[src/rtl/io_arb_pkg.sv]
// Shared state encoding, default widths and error data for the IO bus arbiter.
package io_arb_pkg;

  localparam int unsigned IO_ARB_ADDR_W = 32;
  localparam int unsigned IO_ARB_DATA_W = 32;
  localparam int unsigned IO_ARB_CNT_W  = 8;

  localparam logic [31:0] IO_ARB_ERR_DATA = 32'hFFFF_FFFF;

  // Encoding doubles as the one-hot grant vector (IDLE = no owner).
  typedef enum logic [1:0] {
    IDLE  = 2'b00,
    BUSY0 = 2'b01,
    BUSY1 = 2'b10
  } arb_state_e;

endpackage

[src/rtl/io_bus_arbiter_if.sv]
// One single-cycle-select IO bus port: request side from a master, response side from a slave.
interface io_bus_arbiter_if #(
  parameter int unsigned ADDR_W = io_arb_pkg::IO_ARB_ADDR_W,
  parameter int unsigned DATA_W = io_arb_pkg::IO_ARB_DATA_W
);

  logic [ADDR_W-1:0] addr;
  logic [DATA_W-1:0] dat2;
  logic              sel;
  logic              we;
  logic [DATA_W-1:0] dat4;
  logic              ack;

  modport master (output addr, dat2, sel, we, input dat4, ack);
  modport slave  (input addr, dat2, sel, we, output dat4, ack);

endinterface

[src/rtl/io_arb_rr_pick.sv]
// Combinational two-way round-robin picker; on a tie the master that was not last granted wins.
module io_arb_rr_pick (
  input  logic [1:0] req,
  input  logic       last,
  output logic [1:0] pick
);

  always_comb begin
    pick = 2'b00;
    case (req)
      2'b01:   pick = 2'b01;
      2'b10:   pick = 2'b10;
      2'b11:   pick = last ? 2'b01 : 2'b10;
      default: pick = 2'b00;
    endcase
  end

endmodule

[src/rtl/io_bus_arbiter.sv]
// Round-robin two-master arbiter in front of the VGA device IO bus port.
// Define IO_ARB_TIMEOUT_EN to add the watchdog that retires transfers the slave never acks.
module io_bus_arbiter #(
  parameter int unsigned ADDR_W         = io_arb_pkg::IO_ARB_ADDR_W,
  parameter int unsigned DATA_W         = io_arb_pkg::IO_ARB_DATA_W,
  parameter int unsigned TIMEOUT_CYCLES = 255
) (
  input  logic             clk,
  input  logic             reset,
  io_bus_arbiter_if.slave  io_m0,
  io_bus_arbiter_if.slave  io_m1,
  io_bus_arbiter_if.master io_bus,
  output logic [1:0]       io_grant,
  output logic             io_timeout
);

  import io_arb_pkg::*;

  localparam logic [DATA_W-1:0] ERR_DATA = DATA_W'(IO_ARB_ERR_DATA);

  arb_state_e state_q, state_d;
  logic       last_q, last_d;
  logic [1:0] pick;
  logic       wd_fire;

  io_arb_rr_pick u_pick (
    .req  ({io_m1.sel, io_m0.sel}),
    .last (last_q),
    .pick (pick)
  );

  always_ff @(posedge clk or posedge reset) begin
    if (reset) begin
      state_q <= IDLE;
      last_q  <= 1'b1;
    end else begin
      state_q <= state_d;
      last_q  <= last_d;
    end
  end

  assign io_grant = 2'(state_q);

`ifdef IO_ARB_TIMEOUT_EN
  localparam logic [IO_ARB_CNT_W-1:0] WD_LIMIT = IO_ARB_CNT_W'(TIMEOUT_CYCLES);

  logic [IO_ARB_CNT_W-1:0] wd_cnt_q;
  logic                    timeout_q;

  // A real ack in the same cycle takes precedence over the forced retire.
  assign wd_fire = ((state_q == BUSY0 && io_m0.sel) || (state_q == BUSY1 && io_m1.sel))
                   && !io_bus.ack && (wd_cnt_q == WD_LIMIT);

  // Counter is held at zero in IDLE, so every grant starts counting from 0.
  always_ff @(posedge clk or posedge reset) begin
    if (reset) begin
      wd_cnt_q  <= '0;
      timeout_q <= 1'b0;
    end else begin
      timeout_q <= wd_fire;
      wd_cnt_q  <= (state_q == IDLE) ? '0 : wd_cnt_q + IO_ARB_CNT_W'(1);
    end
  end

  assign io_timeout = timeout_q;
`else
  logic [IO_ARB_CNT_W-1:0] unused_timeout_cycles;

  assign unused_timeout_cycles = IO_ARB_CNT_W'(TIMEOUT_CYCLES);
  assign wd_fire               = 1'b0;
  assign io_timeout            = 1'b0;
`endif

  // Next state plus the combinational request/response steering for the current owner.
  always_comb begin
    state_d     = state_q;
    last_d      = last_q;
    io_bus.addr = ADDR_W'(0);
    io_bus.dat2 = DATA_W'(0);
    io_bus.sel  = 1'b0;
    io_bus.we   = 1'b0;
    io_m0.ack   = 1'b0;
    io_m0.dat4  = DATA_W'(0);
    io_m1.ack   = 1'b0;
    io_m1.dat4  = DATA_W'(0);

    case (state_q)
      IDLE: begin
        if (pick[0]) begin
          state_d = BUSY0;
        end else if (pick[1]) begin
          state_d = BUSY1;
        end
      end

      BUSY0: begin
        io_bus.addr = io_m0.addr;
        io_bus.dat2 = io_m0.dat2;
        io_bus.sel  = io_m0.sel;
        io_bus.we   = io_m0.we;
        io_m0.ack   = io_bus.ack | wd_fire;
        io_m0.dat4  = wd_fire ? ERR_DATA : io_bus.dat4;
        if (io_bus.ack || wd_fire || !io_m0.sel) begin
          state_d = IDLE;
          last_d  = 1'b0;
        end
      end

      BUSY1: begin
        io_bus.addr = io_m1.addr;
        io_bus.dat2 = io_m1.dat2;
        io_bus.sel  = io_m1.sel;
        io_bus.we   = io_m1.we;
        io_m1.ack   = io_bus.ack | wd_fire;
        io_m1.dat4  = wd_fire ? ERR_DATA : io_bus.dat4;
        if (io_bus.ack || wd_fire || !io_m1.sel) begin
          state_d = IDLE;
          last_d  = 1'b1;
        end
      end

      default: state_d = IDLE;
    endcase
  end

endmodule

[src/flat_wrapper.sv]
// flat-port wrapper written by rule: the top's interface ports become plain ports
module io_bus_arbiter_flat import io_arb_pkg::*;
#(
  parameter int unsigned ADDR_W         = io_arb_pkg::IO_ARB_ADDR_W,
  parameter int unsigned DATA_W         = io_arb_pkg::IO_ARB_DATA_W,
  parameter int unsigned TIMEOUT_CYCLES = 255
)
  (clk, reset, io_grant, io_timeout, io_m0_addr, io_m0_dat2, io_m0_sel, io_m0_we, io_m0_dat4, io_m0_ack, io_m1_addr, io_m1_dat2, io_m1_sel, io_m1_we, io_m1_dat4, io_m1_ack, io_bus_addr, io_bus_dat2, io_bus_sel, io_bus_we, io_bus_dat4, io_bus_ack);
  io_bus_arbiter_if #(.ADDR_W(ADDR_W), .DATA_W(DATA_W)) io_m0_i ();
  io_bus_arbiter_if #(.ADDR_W(ADDR_W), .DATA_W(DATA_W)) io_m1_i ();
  io_bus_arbiter_if #(.ADDR_W(ADDR_W), .DATA_W(DATA_W)) io_bus_i ();
  input  logic clk;
  input  logic reset;
  output logic [1:0] io_grant;
  output logic io_timeout;
  input wire logic [$bits(io_m0_i.addr)-1:0] io_m0_addr;
  input wire logic [$bits(io_m0_i.dat2)-1:0] io_m0_dat2;
  input wire logic [$bits(io_m0_i.sel)-1:0] io_m0_sel;
  input wire logic [$bits(io_m0_i.we)-1:0] io_m0_we;
  output wire logic [$bits(io_m0_i.dat4)-1:0] io_m0_dat4;
  output wire logic [$bits(io_m0_i.ack)-1:0] io_m0_ack;
  input wire logic [$bits(io_m1_i.addr)-1:0] io_m1_addr;
  input wire logic [$bits(io_m1_i.dat2)-1:0] io_m1_dat2;
  input wire logic [$bits(io_m1_i.sel)-1:0] io_m1_sel;
  input wire logic [$bits(io_m1_i.we)-1:0] io_m1_we;
  output wire logic [$bits(io_m1_i.dat4)-1:0] io_m1_dat4;
  output wire logic [$bits(io_m1_i.ack)-1:0] io_m1_ack;
  output wire logic [$bits(io_bus_i.addr)-1:0] io_bus_addr;
  output wire logic [$bits(io_bus_i.dat2)-1:0] io_bus_dat2;
  output wire logic [$bits(io_bus_i.sel)-1:0] io_bus_sel;
  output wire logic [$bits(io_bus_i.we)-1:0] io_bus_we;
  input wire logic [$bits(io_bus_i.dat4)-1:0] io_bus_dat4;
  input wire logic [$bits(io_bus_i.ack)-1:0] io_bus_ack;
  assign io_m0_i.addr = io_m0_addr;
  assign io_m0_i.dat2 = io_m0_dat2;
  assign io_m0_i.sel = io_m0_sel;
  assign io_m0_i.we = io_m0_we;
  assign io_m0_dat4 = io_m0_i.dat4;
  assign io_m0_ack = io_m0_i.ack;
  assign io_m1_i.addr = io_m1_addr;
  assign io_m1_i.dat2 = io_m1_dat2;
  assign io_m1_i.sel = io_m1_sel;
  assign io_m1_i.we = io_m1_we;
  assign io_m1_dat4 = io_m1_i.dat4;
  assign io_m1_ack = io_m1_i.ack;
  assign io_bus_addr = io_bus_i.addr;
  assign io_bus_dat2 = io_bus_i.dat2;
  assign io_bus_sel = io_bus_i.sel;
  assign io_bus_we = io_bus_i.we;
  assign io_bus_i.dat4 = io_bus_dat4;
  assign io_bus_i.ack = io_bus_ack;
  io_bus_arbiter #(.ADDR_W(ADDR_W), .DATA_W(DATA_W), .TIMEOUT_CYCLES(TIMEOUT_CYCLES)) u_core (.clk(clk), .reset(reset), .io_m0(io_m0_i), .io_m1(io_m1_i), .io_bus(io_bus_i), .io_grant(io_grant), .io_timeout(io_timeout));
endmodule
[config.mk]
export PLATFORM = sky130hd
export DESIGN_NAME = io_bus_arbiter_flat
export DESIGN_NICKNAME = d
export VERILOG_FILES = /design/src/rtl/io_arb_pkg.sv /design/src/rtl/io_bus_arbiter_if.sv /design/src/rtl/io_arb_rr_pick.sv /design/src/rtl/io_bus_arbiter.sv /design/src/flat_wrapper.sv
export SDC_FILE = /design/constraint.sdc
export NUM_CORES = 1
export LEC_CHECK = 0
export CAP_MARGIN = 20
export CORE_AREA = 5 5 114 116
export CTS_CLUSTER_DIAMETER = 100
export DETAILED_ROUTE_END_ITERATION = 8
export DIE_AREA = 0 0 119 121
export SETUP_SLACK_MARGIN = 0.3
export SLEW_MARGIN = 30
export SYNTH_ARGS = -nofsm -noshare
export SYNTH_HDL_FRONTEND = slang
export SYNTH_HIERARCHICAL = 1
export SYNTH_SLANG_ARGS = --single-unit
[constraint.sdc]
create_clock -name clk -period 2 [get_ports clk]
set_input_delay 0.3 -clock clk [delete_from_list [all_inputs] [get_ports clk]]
set_output_delay 0.3 -clock clk [all_outputs]
set_load 0.01 [all_outputs]
==> results of run 1 <==
## worst max-delay path: stages, from the launching register on
cell and delay, ns:
dfrtp_1 0.36, inv_2 0.07, buf_6 0.12, ha_4 0.25, buf_6 0.12, buf_6 0.11
buf_8 0.12, buf_16 0.13, buf_12 0.12, nor2b_1 0.11, buf_2 0.14
## power groups by stage
stage | Combinational (mW) | Clock, mW | Sequential [mW]
final | 10.3 | 0.323 | 0.111
after global routing | 10.9 | 0.335 | 0.117
after CTS | 8.05 | 0.329 | 0.111
after detailed placement | 5.44 | 0 | 0.107
after global placement | 5.38 | 0 | 0.105
after floorplan | 2.63 | 0 | 0.121
## through the flow
stage	area (um^2)	hold WS [ns]	power, mW	setup slack (ns)
floorplan	1810	0.0529	2.75	0.262
global placement	5100	0.503	5.49	-0.0466
detailed placement	5100	0.509	5.54	-0.0903
CTS	5930	0.278	8.49	-0.208
global route	7120	0.296	11.3	-0.242
finish	7120	0.268	10.8	-0.183
## layout by cell type, fill, tap and decap left out, types with 2 or more instances in the layout
cell type        Yosys  routed
a22oi_1             67      12
buf_12               0      18
buf_16               0      13
and2_4               0      65
ha_4                 0       4
dfrtp_1              2       2
buf_2               12      44
nor2b_1             66      16
clkbuf_16            0       7
inv_2                0       2
buf_6                1     132
clkdlybuf4s50_1      0     168
inv_1                4       2
buf_8                0      11
nor2b_2              0      32
clkbuf_2             1       3
nor2b_4              0      18
a22oi_2              0      55
buf_4                2      25
## sequential cells by signal, summed over array words and instances, names as in the netlist
| name | flops |
|---|---|
| u_core/io_grant | 2 |
| u_core/last_q | 1 |
## repair_timing
item / CTS / global route
hold buffers: 0 / 0
endpoints found under the setup margin: 134 / 136
gates resized for setup: 622 / 236
cloned: 13 / 4
pin swaps: 12 / 57
hold endpoints to repair: 0 / 0
setup buffers: 49 / 34
## how the worst max path moves through the flow
stage / from / end / slack [ns]
2_1_floorplan: u_core/io_grant[0]$_DFFE_PP0P_ / io_bus_addr[10] / 0.26
3_3_place_gp: u_core/io_grant[1]$_DFFE_PP0P_ / io_bus_addr[20] / -0.05
3_5_place_dp: u_core/io_grant[1]$_DFFE_PP0P_ / io_bus_addr[20] / -0.09
4_1_cts: u_core/io_grant[0]$_DFFE_PP0P_ / io_bus_dat2[22] / -0.21
5_1_grt: u_core/io_grant[0]$_DFFE_PP0P_ / io_bus_dat2[26] / -0.24
6_report: u_core/io_grant[0]$_DFFE_PP0P_ / io_bus_dat2[26] / -0.18
## kinds of logic (layout without fill, tap and decap cells)
kind of cell | after synthesis | count (layout) | synth area share, %
AO/OA/AOI/OAI | 73 | 73 | 32.7
adder cells (fa/ha/maj) | 4 | 4 | 2.92
buffers and inverters | 34 | 426 | 9.28
flip-flops | 3 | 3 | 4.46
multiplexers | 1 | 1 | 0.658
other | 1 | 1 | 0.219
AND/OR/NAND/NOR | 136 | 136 | 49.7
## synthesized netlist by cell type, drive strengths merged
cell / instances / area share [%]
ha: 4 / 2.9
o22ai: 1 / 0.37
a21boi: 2 / 0.88
buf: 15 / 5.0
mux2: 1 / 0.66
a22oi: 68 / 31
o21ai: 1 / 0.29
or2: 1 / 0.37
conb: 1 / 0.22
nand2b: 1 / 0.37
nor2b: 66 / 24
nor3b: 1 / 0.44
nor3: 1 / 0.29
and2: 66 / 24
a311o: 1 / 0.58
dfstp: 1 / 1.5
inv: 4 / 0.88
clkbuf: 15 / 3.4
dfrtp: 2 / 2.9
## layer usage
layer  global-route usage [%]  vias up  routed length [um]
li1                         -     1673                   -
met1                     20.3     1677                5710
met2                     36.8      195                8530
met3                     5.69       18                1380
met4                     3.69        0                 287
met5                        0        -                   0
## final cells by class
cell class	instances	area, um^2
Fill cell	983	4690
Timing Repair Buffer	418	4570
Multi-Input combinational cell	215	2190
Tap cell	147	184
Clock buffer	4	78.8
Sequential cell	3	76.3
Inverter	4	15.0
==> impl_metrics.csv, run 1 <==
group,metric,value,unit
setup_path,reg2regPathDepth,11,
clocking,worstSkewPairLatency,0.23,ns
pwr,vdd_ir_drop_max,0.000773,V
grt,grt_first_pass_wirelength,21.8,mm
drt,drt-vias-per-instance,4.50,
floorplanning,fp.coreArea,0.0118,mm^2
setup_path,worstReg2RegEnd,"u_core/io_grant[0]$_DFFE_PP0P_",
sta,shortest_period_the_worst_path_allows,2.18,ns
outcome,failed_checks,"negative setup slack",
layout,finish.utilization,60.3,%
drt,drc,0,
yosys,yosysSeqAreaShare,4.46,%
grt,grt_use_total,19.0,%
sta,setup_violations,46,
sta,final.period_utilization,109,%
drt,route.vias.total,3563,
clocking,clockRootBuffer,"clkbuf_16",
floorplanning,die-area,0.0144,mm^2
pwr,clock_power_share,3.0,%
yosys,netlist_area,0.00171,mm^2
setup_path,critical_path_peak_fanout,6,
yosys,syn_inst,252,
layout,area_growth,316,%
outcome,outcome,"finished with violations",
floorplanning,initial_core_util,14.5,%
grt,grt_max_degree,19,
setup_path,start_kind,"flop",
pwr,power_frac_seq,1.0,%
yosys,syn_avg_cell_area,6.79,um^2
layout,final_layout_size_suffix_gt1_share,67.5,%
layout,antennaDiodeCount,0,
pwr,p_int,6.87,mW
layout,finish.net_count,816,
setup_path,reg2reg_start,"u_core/io_grant[0]$_DFFE_PP0P_",
clocking,tritoncts,"built",
setup_path,worst-endpoint-arrival,1.88,ns
sta,finalHoldViolations,0,
sta,rsz_0062_raised_after_global_routing,"yes",
yosys,synth.net_count,423,
pwr,power.switching_fraction,36.2,%
pwr,net-switching-power,3.90,mW
clocking,clk_path_buf_depth,2,
pwr,leakage_component_of_the_power,3.04,nW
place,final_hpwl_from_detailed_placement,9.64,mm
pwr,pwr_density_cell,1510,mW/mm^2
drt,firstDrtPassIters,4,
place,placement.io_buffers,300,
yosys,yosys.cell_types.count,24,
clocking,clk_transition_reported_paths,0.03,ns
floorplanning,core.rowCount,40,
pwr,share_comb_of_total_power,96.0,%
sta,fin_skew,0.0000627,ns
drt,routed_wl,15.9,mm
clocking,h-tree-depth,1,
sta,maxClockFrequency,458,MHz
yosys,synth-warning-count,6,
run,maxCapViolCount,0,
drt,wl_per_cell,20.1,um
setup_path,setup.reg_to_reg.worst_slack,0.04,ns
place,numPlacedInstances,687,
clocking,cts_made_buffers,3,
setup_path,crit_path_end_kind,"primary output",
layout,number_of_standard_cells_in_the_layout_taps_in_and_fillers_out,791,
drt,starting_drc_count_in_detailed_routing,88,
place,finalWeightedCongestion,0.780,
floorplanning,io_pins,302,
sta,setup-tns-final,-3.20,ns
setup_path,critical_path_class,"reg2out",
grt,first_global_vias,3870,
sta,slew_violations,0,
grt,number_of_antenna_violations_at_the_first_check_in_global_routing,0,
drt,ant_nets,0,
floorplanning,chipHeight,121,um
setup_path,worst_ep_required_time,1.70,ns
worst_hold_path,min-delay-path-class,"in2async",
grt,grt_overflow,0,
floorplanning,chipWidth,119,um
clocking,cts_num_sinks,3,
yosys,ys_ff_latch,3,
sta,timing.final.ws_setup,-0.183,ns
(Power assumes the default switching activity.)
==> run 2: changes to the inputs <==
Settings changed: DONT_BUFFER_PORTS set to 1.
==> run 2 against run 1 <==
  * The flow now finishes without violations
  * Utilization shrank 35 points
  * Non-clock buffer count shrank 390
  * First-iteration DRC count shrank 31%
  * Fmax grew 17%
  * Design area shrank 58%
  * Sequential power grew 4%
  * Count of clock-buffer cells in the layout is the same
  * Combinational power shrank 46%
  * Largest cell class is now multi-input combinational cells
  * Highest routed layer unchanged
==> impl_metrics.csv, run 2 (synthesis gave the netlist of run 1 again) <==
group,metric,value,unit
outcome,outcome,"finished, final reports clean",
floorplanning,fp.coreArea,0.0118,mm^2
grt,number_of_antenna_violations_at_the_first_check_in_global_routing,0,
pwr,pwr_density_cell,2020,mW/mm^2
setup_path,slowest_stage_cell_on_the_critical_path,"dfrtp_1",
pwr,vdd_ir_drop_max,0.000566,V
clocking,clk_transition_reported_paths,0.03,ns
setup_path,worst_ep_required_time,1.70,ns
clocking,cts_num_sinks,3,
sta,setup_violations,0,
place,numPlacedInstances,380,
floorplanning,io_pins,302,
floorplanning,initial_core_util,14.5,%
setup_path,cp.buffers_inverters,4,
setup_path,reg2regPathDepth,7,
drt,route.vias.total,2063,
place,final_hpwl_from_detailed_placement,7.29,mm
setup_path,critical_path.max_stage_delay,0.35,ns
sta,maxClockFrequency,537,MHz
drt,starting_drc_count_in_detailed_routing,61,
drt,drc,0,
floorplanning,chipWidth,119,um
setup_path,critical_path_class,"reg2out",
layout,largest_register_ff_count,2,
setup_path,reg2reg_start,"u_core/io_grant[0]$_DFFE_PP0P_",
clocking,worstSkewPairLatency,0.22,ns
grt,grt_first_pass_wirelength,13.9,mm
setup_path,cp_cell_sequence,"inv_2 -> buf_4 -> ha_4 -> buf_12 -> buf_16 -> nor2b_2",
grt,grt_overflow,0,
worst_hold_path,hold_path.startpoint,"io_bus_ack",
setup_path,worstReg2RegEnd,"u_core/io_grant[0]$_DFFE_PP0P_",
layout,final_layout_size_suffix_gt1_share,70.1,%
drt,ant_nets,0,
drt,drt-vias-per-instance,5.14,
setup_path,start_kind,"flop",
layout,layout.cells.most_common,"a22oi_2",
floorplanning,chipHeight,121,um
drt,wl_per_cell,26.2,um
setup_path,crit_path_end_kind,"primary output",
setup_path,worstSetupStartpoint,"u_core/io_grant[0]$_DFFE_PP0P_",
setup_path,worst-path-stages,6,
worst_hold_path,min-delay-path-class,"in2reg",
place,finalWeightedCongestion,0.676,
clocking,tritoncts,"built",
sta,fin_skew,0.00103,ns
layout,area_growth,74.0,%
setup_path,crit_end,"io_bus_addr[17]",
clocking,cts_made_buffers,3,
drt,routed_wl,10.5,mm
grt,first_global_vias,2299,
sta,rsz_0062_raised_after_global_routing,"yes",
place,pre_cts_slack,0.284,ns
sta,finalHoldViolations,0,
setup_path,critical_path_peak_fanout,13,
setup_path,timing.critical_path.max_delay_family,"buffers and inverters",
floorplanning,core.rowCount,40,
clocking,clockRootBuffer,"clkbuf_16",
drt,firstDrtPassIters,4,
grt,grt_max_degree,39,
run,maxCapViolCount,0,
layout,finish.net_count,426,
sta,shortest_period_the_worst_path_allows,1.86,ns
layout,layout.cells.most_common_list,"a22oi_2 (39), nor2b_4 (38), and2_4 (34), and2_1 (32)",
sta,slew_violations,0,
sta,timing.final.ws_setup,0.137,ns
layout,number_of_standard_cells_in_the_layout_taps_in_and_fillers_out,401,
setup_path,worst-endpoint-arrival,1.56,ns
clocking,h-tree-depth,1,
clocking,clk_path_buf_depth,2,
sta,final.hold.worst_slack,0.324,ns
pwr,leakage_component_of_the_power,0.983,nW
sta,final.period_utilization,93.2,%
setup_path,setup.reg_to_reg.worst_slack,0.33,ns
layout,antennaDiodeCount,0,
place,placement.io_buffers,0,
floorplanning,die-area,0.0144,mm^2
grt,grt_use_total,12.3,%
sta,setup-tns-final,0,ns
[run 2: changes by cell type in the layout (fill, tap and decap cells not counted), moves of 4 or more]
cell             change
clkdlybuf4s50_1    -168
buf_6              -125
buf_2               -44
and2_1              +31
and2_4              -31
buf_4               -20
nor2b_4             +20
a22oi_1             +16
a22oi_2             -16
nor2b_1             -16
buf_12              -10
buf_8               -10
buf_16               -9
nor2b_2              -4
[run 2: stage by stage]
step	area, um^2	util [%]	total power, mW
after CTS	2560	21.7	5.03
after floorplan	1810	-	2.75
final	2980	25.2	6.03
after global placement	2020	17.1	3.40
after detailed placement	2020	17.1	3.48
after global routing	2980	25.2	6.39
[run 2: power by group]
part	total, mW	switching (mW)	leakage (nW)	internal, mW
registers	0.115	0.0217	0.0362	0.0930
logic	5.60	2.69	0.908	2.91
clock network	0.316	0.0532	0.0382	0.263
total	6.03	2.77	0.983	3.26
[run 2: what timing repair did]
| item | 4_1_cts | 5_1_grt |
|---|---|---|
| hold endpoints to repair | 2 | 0 |
| hold buffers | 1 | 0 |
| pin swaps | 1 | 3 |
| endpoints found under the setup margin | 129 | 133 |
| setup buffers | 3 | 5 |
| gates resized for setup | 79 | 83 |
| cloned | 5 | 3 |
[run 2: how the worst min path moves through the flow]
stage	endpoint	slack, ns	cells after the start
5_1_grt	u_core/io_grant[1]$_DFFE_PP0P_	0.33	2
4_1_cts	u_core/io_grant[1]$_DFFE_PP0P_	0.32	2
6_report	u_core/io_grant[1]$_DFFE_PP0P_	0.32	2
2_1_floorplan	u_core/io_grant[0]$_DFFE_PP0P_	0.05	1
3_3_place_gp	u_core/io_grant[0]$_DFFE_PP0P_	0.06	1
3_5_place_dp	u_core/io_grant[1]$_DFFE_PP0P_	0.07	1
[run 2: cell type report]
type                            instances  area [um^2]
Tap cell                              147          184
Inverter                                4         15.0
Fill cell                            1233         8830
Timing Repair Buffer                   28          462
Clock buffer                            4         78.8
Sequential cell                         3         76.3
Multi-Input combinational cell        215         2160
[run 2: per-layer routing]
layer  up-vias  global-route usage (%)  wire length (um)
met5         -                       0                 0
met3         6                    4.06              1020
met1       983                    12.3              3410
met2       193                    24.4              6000
met4         0                    3.04                73
li1        881                       -                 -
